$ cat src/rtl/spook_mode_pkg.sv
// Shared constants for the spook mode controller: block size and the
// segment-tracker state encoding.
package spook_mode_pkg;

    localparam int BLK_BYTES = 16;

    localparam logic [1:0] SEG_IDLE   = 2'd0;
    localparam logic [1:0] SEG_ACTIVE = 2'd1;
    localparam logic [1:0] SEG_DONE   = 2'd2;

    typedef enum logic [1:0] {
        ST_IDLE   = SEG_IDLE,
        ST_ACTIVE = SEG_ACTIVE,
        ST_DONE   = SEG_DONE
    } seg_state_t;

endpackage

$ cat src/rtl/seg_rem_cnt.sv
// Loadable down-counter of the bytes still to be consumed in the current
// segment, with the two range flags the segment tracker decides on.
module seg_rem_cnt
    import spook_mode_pkg::*;
#(
    parameter int LEN_W = 16
) (
    input  logic             clk,
    input  logic             rst,
    input  logic             i_load,
    input  logic [LEN_W-1:0] i_load_val,
    input  logic             i_dec,
    input  logic [4:0]       i_dec_val,
    output logic [LEN_W-1:0] o_rem,
    output logic             o_le16,
    output logic             o_nz
);

    logic [LEN_W-1:0] r_rem;

    // NOTE: sequential state uses non-blocking assignments so every register samples pre-edge values.
    always_ff @(posedge clk or posedge rst) begin
        if (rst) begin
            r_rem <= '0;
        end else if (i_load) begin
            r_rem <= i_load_val;
        end else if (i_dec) begin
            r_rem <= r_rem - LEN_W'(i_dec_val);
        end
    end

    assign o_rem  = r_rem;
    assign o_le16 = (r_rem <= LEN_W'(BLK_BYTES));
    assign o_nz   = (r_rem != '0);

endmodule

$ cat src/rtl/seg_block_counter.sv
// Segment block counter: tracks a segment across 16-byte blocks and pulses the
// last/padding flag set/unset lines. Optional sticky err port with SEG_CNT_ERR_EN.
module seg_block_counter
    import spook_mode_pkg::*;
#(
    parameter int LEN_W = 16
) (
    input  logic             clk,
    input  logic             rst,
    input  logic             hdr_valid,
    output logic             hdr_ready,
    input  logic [LEN_W-1:0] hdr_len,
    input  logic             blk_consume,
    output logic             busy,
    output logic [4:0]       blk_bytes,
    output logic             is_last,
    output logic             syn_set_last,
    output logic             syn_unset_last,
    output logic             syn_set_pad,
    output logic             syn_unset_pad,
    output logic             seg_done
`ifdef SEG_CNT_ERR_EN
    ,
    output logic             err
`endif
);

    seg_state_t       r_state;
    logic             r_set_last;
    logic             r_unset_last;
    logic             r_set_pad;
    logic             r_unset_pad;
    logic             r_seg_done;

    logic             w_active;
    logic             w_load;
    logic             w_dec;
    logic [LEN_W-1:0] w_rem;
    logic             w_le16;
    logic             w_nz;
    logic             w_next_le16;
    logic [4:0]       w_blk_bytes;
    logic             w_is_last;

    assign w_active    = (r_state == ST_ACTIVE);
    assign w_load      = hdr_valid & (r_state == ST_IDLE);
    assign w_dec       = blk_consume & w_active;
    assign w_blk_bytes = w_active ? (w_le16 ? w_rem[4:0] : 5'(BLK_BYTES)) : 5'd0;
    assign w_is_last   = w_active & w_le16 & w_nz;
    // Only consulted when a full block is being consumed, so rem-16 <= 16.
    assign w_next_le16 = (w_rem <= LEN_W'(2 * BLK_BYTES));

    seg_rem_cnt #(
        .LEN_W (LEN_W)
    ) u_rem_cnt (
        .clk        (clk),
        .rst        (rst),
        .i_load     (w_load),
        .i_load_val (hdr_len),
        .i_dec      (w_dec),
        .i_dec_val  (w_blk_bytes),
        .o_rem      (w_rem),
        .o_le16     (w_le16),
        .o_nz       (w_nz)
    );

    always_ff @(posedge clk or posedge rst) begin
        if (rst) begin
            r_state      <= ST_IDLE;
            r_set_last   <= 1'b0;
            r_unset_last <= 1'b0;
            r_set_pad    <= 1'b0;
            r_unset_pad  <= 1'b0;
            r_seg_done   <= 1'b0;
        end else begin
            r_set_last   <= 1'b0;
            r_unset_last <= 1'b0;
            r_set_pad    <= 1'b0;
            r_unset_pad  <= 1'b0;
            r_seg_done   <= 1'b0;
            case (r_state)
                ST_IDLE: begin
                    if (hdr_valid) begin
                        if (hdr_len == '0) begin
                            r_state      <= ST_DONE;
                            r_seg_done   <= 1'b1;
                            r_unset_last <= 1'b1;
                            r_unset_pad  <= 1'b1;
                        end else begin
                            r_state    <= ST_ACTIVE;
                            r_set_last <= (hdr_len <= LEN_W'(BLK_BYTES));
                            r_set_pad  <= (hdr_len <= LEN_W'(BLK_BYTES)) && (hdr_len[3:0] != 4'd0);
                        end
                    end
                end
                ST_ACTIVE: begin
                    if (blk_consume) begin
                        if (w_is_last) begin
                            r_state      <= ST_DONE;
                            r_seg_done   <= 1'b1;
                            r_unset_last <= 1'b1;
                            r_unset_pad  <= 1'b1;
                        end else begin
                            // A full block leaves the low nibble of rem unchanged.
                            r_set_last <= w_next_le16;
                            r_set_pad  <= w_next_le16 && (w_rem[3:0] != 4'd0);
                        end
                    end
                end
                ST_DONE: r_state <= ST_IDLE;
                default: r_state <= ST_IDLE;
            endcase
        end
    end

    assign hdr_ready      = (r_state == ST_IDLE);
    assign busy           = (r_state != ST_IDLE);
    assign blk_bytes      = w_blk_bytes;
    assign is_last        = w_is_last;
    assign syn_set_last   = r_set_last;
    assign syn_unset_last = r_unset_last;
    assign syn_set_pad    = r_set_pad;
    assign syn_unset_pad  = r_unset_pad;
    assign seg_done       = r_seg_done;

`ifdef SEG_CNT_ERR_EN
    logic r_err;

    always_ff @(posedge clk or posedge rst) begin
        if (rst) begin
            r_err <= 1'b0;
        end else if (blk_consume && (!w_active || (hdr_valid && hdr_len == '0))) begin
            r_err <= 1'b1;
        end
    end

    assign err = r_err;
`endif

endmodule

$ cat config.mk
export PLATFORM = sky130hd
export DESIGN_NAME = seg_block_counter
export DESIGN_NICKNAME = d
export VERILOG_FILES = /design/src/rtl/spook_mode_pkg.sv /design/src/rtl/seg_rem_cnt.sv /design/src/rtl/seg_block_counter.sv
export SDC_FILE = /design/constraint.sdc
export NUM_CORES = 1
export LEC_CHECK = 0
export CAP_MARGIN = 20
export CORE_UTILIZATION = 50
export DETAILED_ROUTE_END_ITERATION = 12
export GPL_TIMING_DRIVEN = 0
export PLACE_DENSITY_LB_ADDON = 0.08
export REMOVE_ABC_BUFFERS = 1
export SETUP_SLACK_MARGIN = 0.4
export SLEW_MARGIN = 0
export SYNTH_ARGS = -nofsm -noshare
export SYNTH_HDL_FRONTEND = slang
export SYNTH_HIERARCHICAL = 1
export SYNTH_SLANG_ARGS = --single-unit
$ cat constraint.sdc
create_clock -name clk -period 4.45 [get_ports clk]
set_input_delay 0.89 -clock clk [delete_from_list [all_inputs] [get_ports clk]]
set_output_delay 0.89 -clock clk [all_outputs]
set_load 0.01 [all_outputs]
Word level (Yosys, flattened, before mapping)

Index checks and enable logic that the tools add are counted.
W data, S select, Z words.

Register bits: 21
Bits in latches: 0
RAM bits: 0
ROM bits: 0
Logic and storage cells: 51
Memories: 0

$add $sub $neg: 1
$mul: 0
Div/mod/pow operators: 0
$lt $le $gt $ge: 3
Eq/ne operators: 4
Shifts and indexed selects: 0
Multiplexer cells: 24
Bitwise operators: 4
Reductions and logical operators: 10

Operators with widths:

| operator              | number |
|---|---|
| $le A16 B5 Y1 const B | 2 |
| $mux W16              | 2 |
| $le A16 B6 Y1 const B | 1 |
| $logic_not A16 Y1     | 1 |
| $reduce_bool A16 Y1   | 1 |
| $sub A16 B5 Y16       | 1 |
| $mux W1               | 12 |
| $mux W5               | 2 |
| $mux W2               | 4 |
| $reduce_bool A4 Y1    | 2 |
| $ne A2 B2 Y1 const B  | 3 |
| $pmux W1 S2           | 3 |
| $and A1 B1 Y1         | 4 |
| $pmux W2 S2           | 1 |
| $reduce_bool A2 Y1    | 2 |
| $reduce_and A3 Y1     | 1 |
| $eq A2 B1 Y1 const B  | 1 |
| $logic_and A1 B1 Y1   | 2 |
| $logic_not A2 Y1      | 1 |

Logic depth before layout (Yosys ltp)

Word-level depth: 6
Gate-level depth with buffers: 11
Mapped depth without buffers: 11

Modules after synthesis

The synthesis kept the hierarchy.

Modules (own cells, without submodules):

| module            | instances | cells an instance | area each (um^2) | sequential area each (um^2) |
|---|---|---|---|---|
| seg_rem_cnt       | 1         | 127               | 1122.3           | 400.4 |
| seg_block_counter | 1         | 43                | 365.4            | 125.1 |

Worst setup path before layout

No wires, ideal clock.

Path type: reg2reg
Start point: reg u_rem_cnt.r_rem[5], in the netlist u_rem_cnt/o_rem[5]
End point: reg u_rem_cnt.r_rem[11], in the netlist u_rem_cnt/o_rem[11]
Setup time: 124 ps
Data arrival time: 3104 ps
Required time: 4326 ps
Slack: 1222 ps
Stages on the path, launching flop included: 12
Cell sequence: dfrtp_1 -> nor4_4 -> nand3_1 -> a211oi_1 -> and3_1 -> inv_1 -> ha_1 -> nand3_1 -> nand2_1 -> nor3_1 -> a21boi_0 -> o31a_1

Longest elaborated chain between the ends: 6

Ends and longest elaborated chain:

| element                | line                    | text |
|---|---|---|
| from (decl)            | seg_rem_cnt.sv:19       | `logic [LEN_W-1:0] r_rem;` |
| from (signal assigned) | seg_rem_cnt.sv:26       | `r_rem <= i_load_val;` |
| from (signal assigned) | seg_rem_cnt.sv:28       | `r_rem <= r_rem - LEN_W'(i_dec_val);` |
| $le A16 B5 Y1          | seg_rem_cnt.sv:33       | `assign o_le16 = (r_rem <= LEN_W'(BLK_BYTES));` |
| named net w_le16       | seg_block_counter.sv:39 | `logic w_le16;` |
| $mux W5 (2 in series)  | seg_block_counter.sv:48 | `assign w_blk_bytes = w_active ? (w_le16 ? w_rem[4:0] : 5'(BLK_BYTES)) : 5'd0;` |
| named net blk_bytes[3] | seg_block_counter.sv:15 | `output logic [4:0] blk_bytes,` |
| $sub A16 B5 Y16        | seg_rem_cnt.sv:28       |  |
| $mux W16               | seg_rem_cnt.sv:27       | `end else if (i_dec) begin` |
| $mux W16               | seg_rem_cnt.sv:25       | `end else if (i_load) begin` |

The timed path passes the listed nets, and every way through them passes these cells. The select of a mux whose other input is x is not followed.
A chain may end at the register's enable or synchronous reset.

Final worst setup path

Start point: reg u_rem_cnt.r_rem[5], in the netlist u_rem_cnt/o_rem[5]
End point: reg u_rem_cnt.r_rem[11], in the netlist u_rem_cnt/o_rem[11]

Longest elaborated chain between the ends: 6

Ends and longest elaborated chain:

| element               | line |
|---|---|
| $le A16 B5 Y1         | seg_rem_cnt.sv:33 |
| named net w_le16      | seg_block_counter.sv:39 |
| $mux W5 (2 in series) | seg_block_counter.sv:48 |
| $sub A16 B5 Y16       | seg_rem_cnt.sv:28 |
| $mux W16              | seg_rem_cnt.sv:27 |
| $mux W16              | seg_rem_cnt.sv:25 |

The timed path passes the listed nets, and every way through them passes these cells. The select of a mux whose other input is x is not followed.

==> qor.tcl <==
set qor(run_status) {complete, no violations}
set qor(detail_route.wirelength_mm) 3.47
set qor(worst_hold_path_type) {register to register}
set qor(finalCriticalPeriod_ns) 3.69
set qor(top_family_by_delay_on_critical_path) {simple AND/OR/NAND/NOR gates}
set qor(drt_iter0_markers) 32
set qor(worst-setup-path-type) {register to register}
set qor(cts_buffer_count) 3
set qor(final_net_count) 226
set qor(globalRouteTotalUtil) 0.238
set qor(critPathMaxStageDelay_ns) 0.57
set qor(most_frequent_cells_in_the_layout) {32 x clkdlybuf4s50_1, 21 x dfrtp_1, 20 x nand2_1}
set qor(routed-via-count) 1375
set qor(root_buffer) {clkbuf_4}
set qor(clk_pin_slew_ns) 0.13
set qor(globalRouteOverflowTotal) 0
set qor(design.die.area_um2) 3200
set qor(drcViolationCount) 0
set qor(globalplace.congestion) 0.915
set qor(worstMarginPinSlew_ns) 0.879
set qor(max-slew-margin-rel) 0.413
set qor(post_synth.cell_area_avg_um2) 8.75
set qor(numClockSinks) 21
set qor(pin_count_of_the_biggest_net_entering_global_routing) 35
set qor(core-area_um2) 2780
set qor(hold_path.startpoint) {u_rem_cnt/o_rem[14]}
set qor(buffer_ports.inserted) 32
set qor(hold_slack_ns) 0.631
set qor(fp.dieW_um) 56.5
set qor(die_y_um) 56.5
set qor(cap_violations) 0
set qor(hold_fix_buffers_cts) 0
set qor(post_synth_inst_count) 170
set qor(worst-path-max-fanout) 8
set qor(crit_path_end_kind) {register}
set qor(num_antenna_cells) 0
set qor(dp_worst_setup_slack_ns) 0.595
set qor(rsz0062_at_grt) {false}
set qor(area_occupied_by_multi_input_gates_um2) 883
set qor(max_clock_freq_mhz) 271
set qor(timing.final.max_slew_violations) 0
set qor(place_area_um2) 1810
set qor(crit_buf_inv) 1
set qor(required_time_of_the_critical_path_ns) 4.66
set qor(row_count) 19
set qor(ys.warnings.count) 6
set qor(finalNonFillerCells) 230
set qor(cellPowerDensity_nw_per_um2) 471
set qor(setup_total_negative_slack_ns) 0
set qor(drt-wirelength-per-cell_um) 15.1
set qor(cp-startpoint) {u_rem_cnt/o_rem[5]}
set qor(ioPinCount) 33
set qor(leakage_nw) 0.733
set qor(peakVddDrop_mv) 0.386
set qor(number_of_antenna_violations_at_the_first_check_in_global_routing) 0
set qor(critPathArrivalTime_ns) 3.89
set qor(viasPerCell) 5.98
set qor(post_synth_instance_area_um2) 1490
set qor(rr_startpoint) {u_rem_cnt/o_rem[5]}
set qor(area_taken_by_flip_flops_and_latches_um2) 526
set qor(route.antenna.remaining_nets) 0
set qor(cts_buffer_depth) 2
set qor(startpoint_type) {register}
set qor(num-fill-cells) 246
set qor(grt_pass1_vias) 1351
set qor(design_area_um2) 1840
set qor(cts_tree) {done}
set qor(min_period_over_period) 0.828
set qor(insertion_delay_ns) 0.30
set qor(drive_gt1_frac) 0.0854
set qor(post-dp-hpwl_mm) 2.64
set qor(synthDistinctLibCells) 41
set qor(postSynthRegisterBits) 21
set qor(drt-pass1-iter-count) 4
set qor(endpoints_failing_hold) 0
set qor(htreeDepth) 1
set qor(final_critical_path_setup_slack_ns) 0.765
set qor(fin_worst_skew_ns) 0.00357
set qor(critical-path-slowest-cell) {nor3_1}
set qor(floorplan.initialDensity) 0.535
set qor(post-place-cells) 226
set qor(setup-violations-final) 0
set qor(most_common_cell_after_layout_fill_and_taps_aside) {clkdlybuf4s50_1}
set qor(path_cells) {nor4_4, nand3_1, a211oi_2, and3_2, inv_1, ha_1, nand2b_1, a21oi_1, nor3_1, a21boi_0, o31a_1}
set qor(global_route_wire_length_before_repair_mm) 6.00
set qor(layout-area-overhead-vs-synth_pct) 23.7
set qor(ys_seq_area_frac) 0.353
[layer usage]
layer	vias up	track usage	wire length, um
li1	661	-	-
met1	671	0.304	1540
met2	39	0.395	1710
met3	4	0.0369	165
met4	0	0.105	45
met5	-	0	0
[state kept, by name, summed over array words and instances (netlist names)]
register	count
u_rem_cnt/o_rem	16
r_state	2
seg_done	1
syn_set_last	1
syn_set_pad	1
[per-stage QoR]
stage | util | total power, mW
after floorplan | - | 0.650
after global placement | 0.650 | 0.744
after detailed placement | 0.650 | 0.765
after CTS | 0.660 | 0.865
after global routing | 0.662 | 0.942
final | 0.662 | 0.867
[logic make-up (layout without fill, tap and decap cells)]
logic type | Yosys count | in the layout | synth area share
and+or+nand+nor | 74 | 74 | 0.299
AOI/OAI and AO/OA | 33 | 33 | 0.130
DFF | 21 | 21 | 0.353
buffers and inverters | 19 | 48 | 0.0563
xor gates and xnor gates | 12 | 12 | 0.0706
adders and majority gates | 6 | 6 | 0.0555
muxes | 5 | 5 | 0.0353
[worst register-to-register path: stages, from the launching register on]
cell and delay [ns]:
dfrtp_1 0.50, nor4_4 0.44, nand3_1 0.20, a211oi_2 0.46, and3_2 0.32, inv_1 0.05, ha_1 0.28, nand2b_1 0.11
a21oi_1 0.15, nor3_1 0.57, a21boi_0 0.20, o31a_1 0.31
[cells in the mapped netlist]
| master | number | area, um2 |
|---|---|---|
| or2b_1 | 1 | 7.51 |
| dfrtp_1 | 21 | 526 |
| o21ai_0 | 15 | 75.1 |
| and3_1 | 4 | 25.0 |
| nand4_1 | 4 | 25.0 |
| nor2_1 | 5 | 18.8 |
| mux2_2 | 2 | 22.5 |
| nor4_2 | 3 | 37.5 |
| xnor2_1 | 8 | 70.1 |
| o31a_1 | 2 | 17.5 |
| ha_1 | 5 | 62.6 |
| and3b_1 | 2 | 17.5 |
| nand2b_2 | 1 | 8.76 |
| nand2_1 | 20 | 75.1 |
| clkbuf_1 | 1 | 3.75 |
| a21boi_0 | 2 | 15.0 |
| o21a_1 | 2 | 15.0 |
| nor3_1 | 4 | 20.0 |
| nor2b_1 | 2 | 12.5 |
| a22o_1 | 1 | 8.76 |
| nor4_4 | 1 | 21.3 |
| a211oi_1 | 2 | 15.0 |
| xor2_1 | 4 | 35.0 |
| nand2b_1 | 5 | 31.3 |
| nor4_1 | 10 | 62.6 |
| o22ai_1 | 2 | 12.5 |
| or4_1 | 2 | 15.0 |
| and3_2 | 1 | 7.51 |
| inv_1 | 12 | 45.0 |
| or2_2 | 3 | 18.8 |
| nand3_1 | 3 | 15.0 |
| o21ai_1 | 3 | 15.0 |
| or2_1 | 1 | 6.26 |
| mux2i_1 | 3 | 30.0 |
| nor3b_1 | 1 | 7.51 |
| fa_1 | 1 | 20.0 |
| or4_4 | 1 | 11.3 |
| buf_1 | 2 | 7.51 |
| buf_2 | 1 | 5.00 |
| a21oi_1 | 4 | 20.0 |
| buf_4 | 3 | 22.5 |
[path summary, 6_finish.rpt]
| check | end | slack, ns | cells after the start |
|---|---|---|---|
| hold reg to reg | u_rem_cnt/o_rem[14] | 0.63 | 2 |
| max in group asynchronous | u_rem_cnt/o_rem[6] | 3.03 | 2 |
| min in group asynchronous | r_state[1] | 0.79 | 2 |
| setup / recovery | u_rem_cnt/o_rem[11] | 0.76 | 11 |
| setup reg to reg | u_rem_cnt/o_rem[11] | 0.76 | 11 |
| hold / removal | u_rem_cnt/o_rem[14] | 0.63 | 2 |
[power breakdown]
| group | switching (mW) | internal, mW |
|---|---|---|
| Sequential | 0.107 | 0.263 |
| Clock | 0.0625 | 0.0335 |
| Combinational | 0.208 | 0.192 |
[area by class of cell]
cell class	instances	share of cell area
clock buffer	3	0.0122
clock inverter	1	0.00272
inverter	12	0.0245
multi-input combinational	130	0.480
sequential	21	0.286
tap	31	0.0211
timing repair buffer	32	0.174
[what timing repair did]
item | 4_1_cts | 5_1_grt
buffers inserted | 0 | 0
endpoints found under the setup margin | 0 | 2
resized for setup | 0 | 1
No activity file was read; power rests on OpenSTA's default activity.
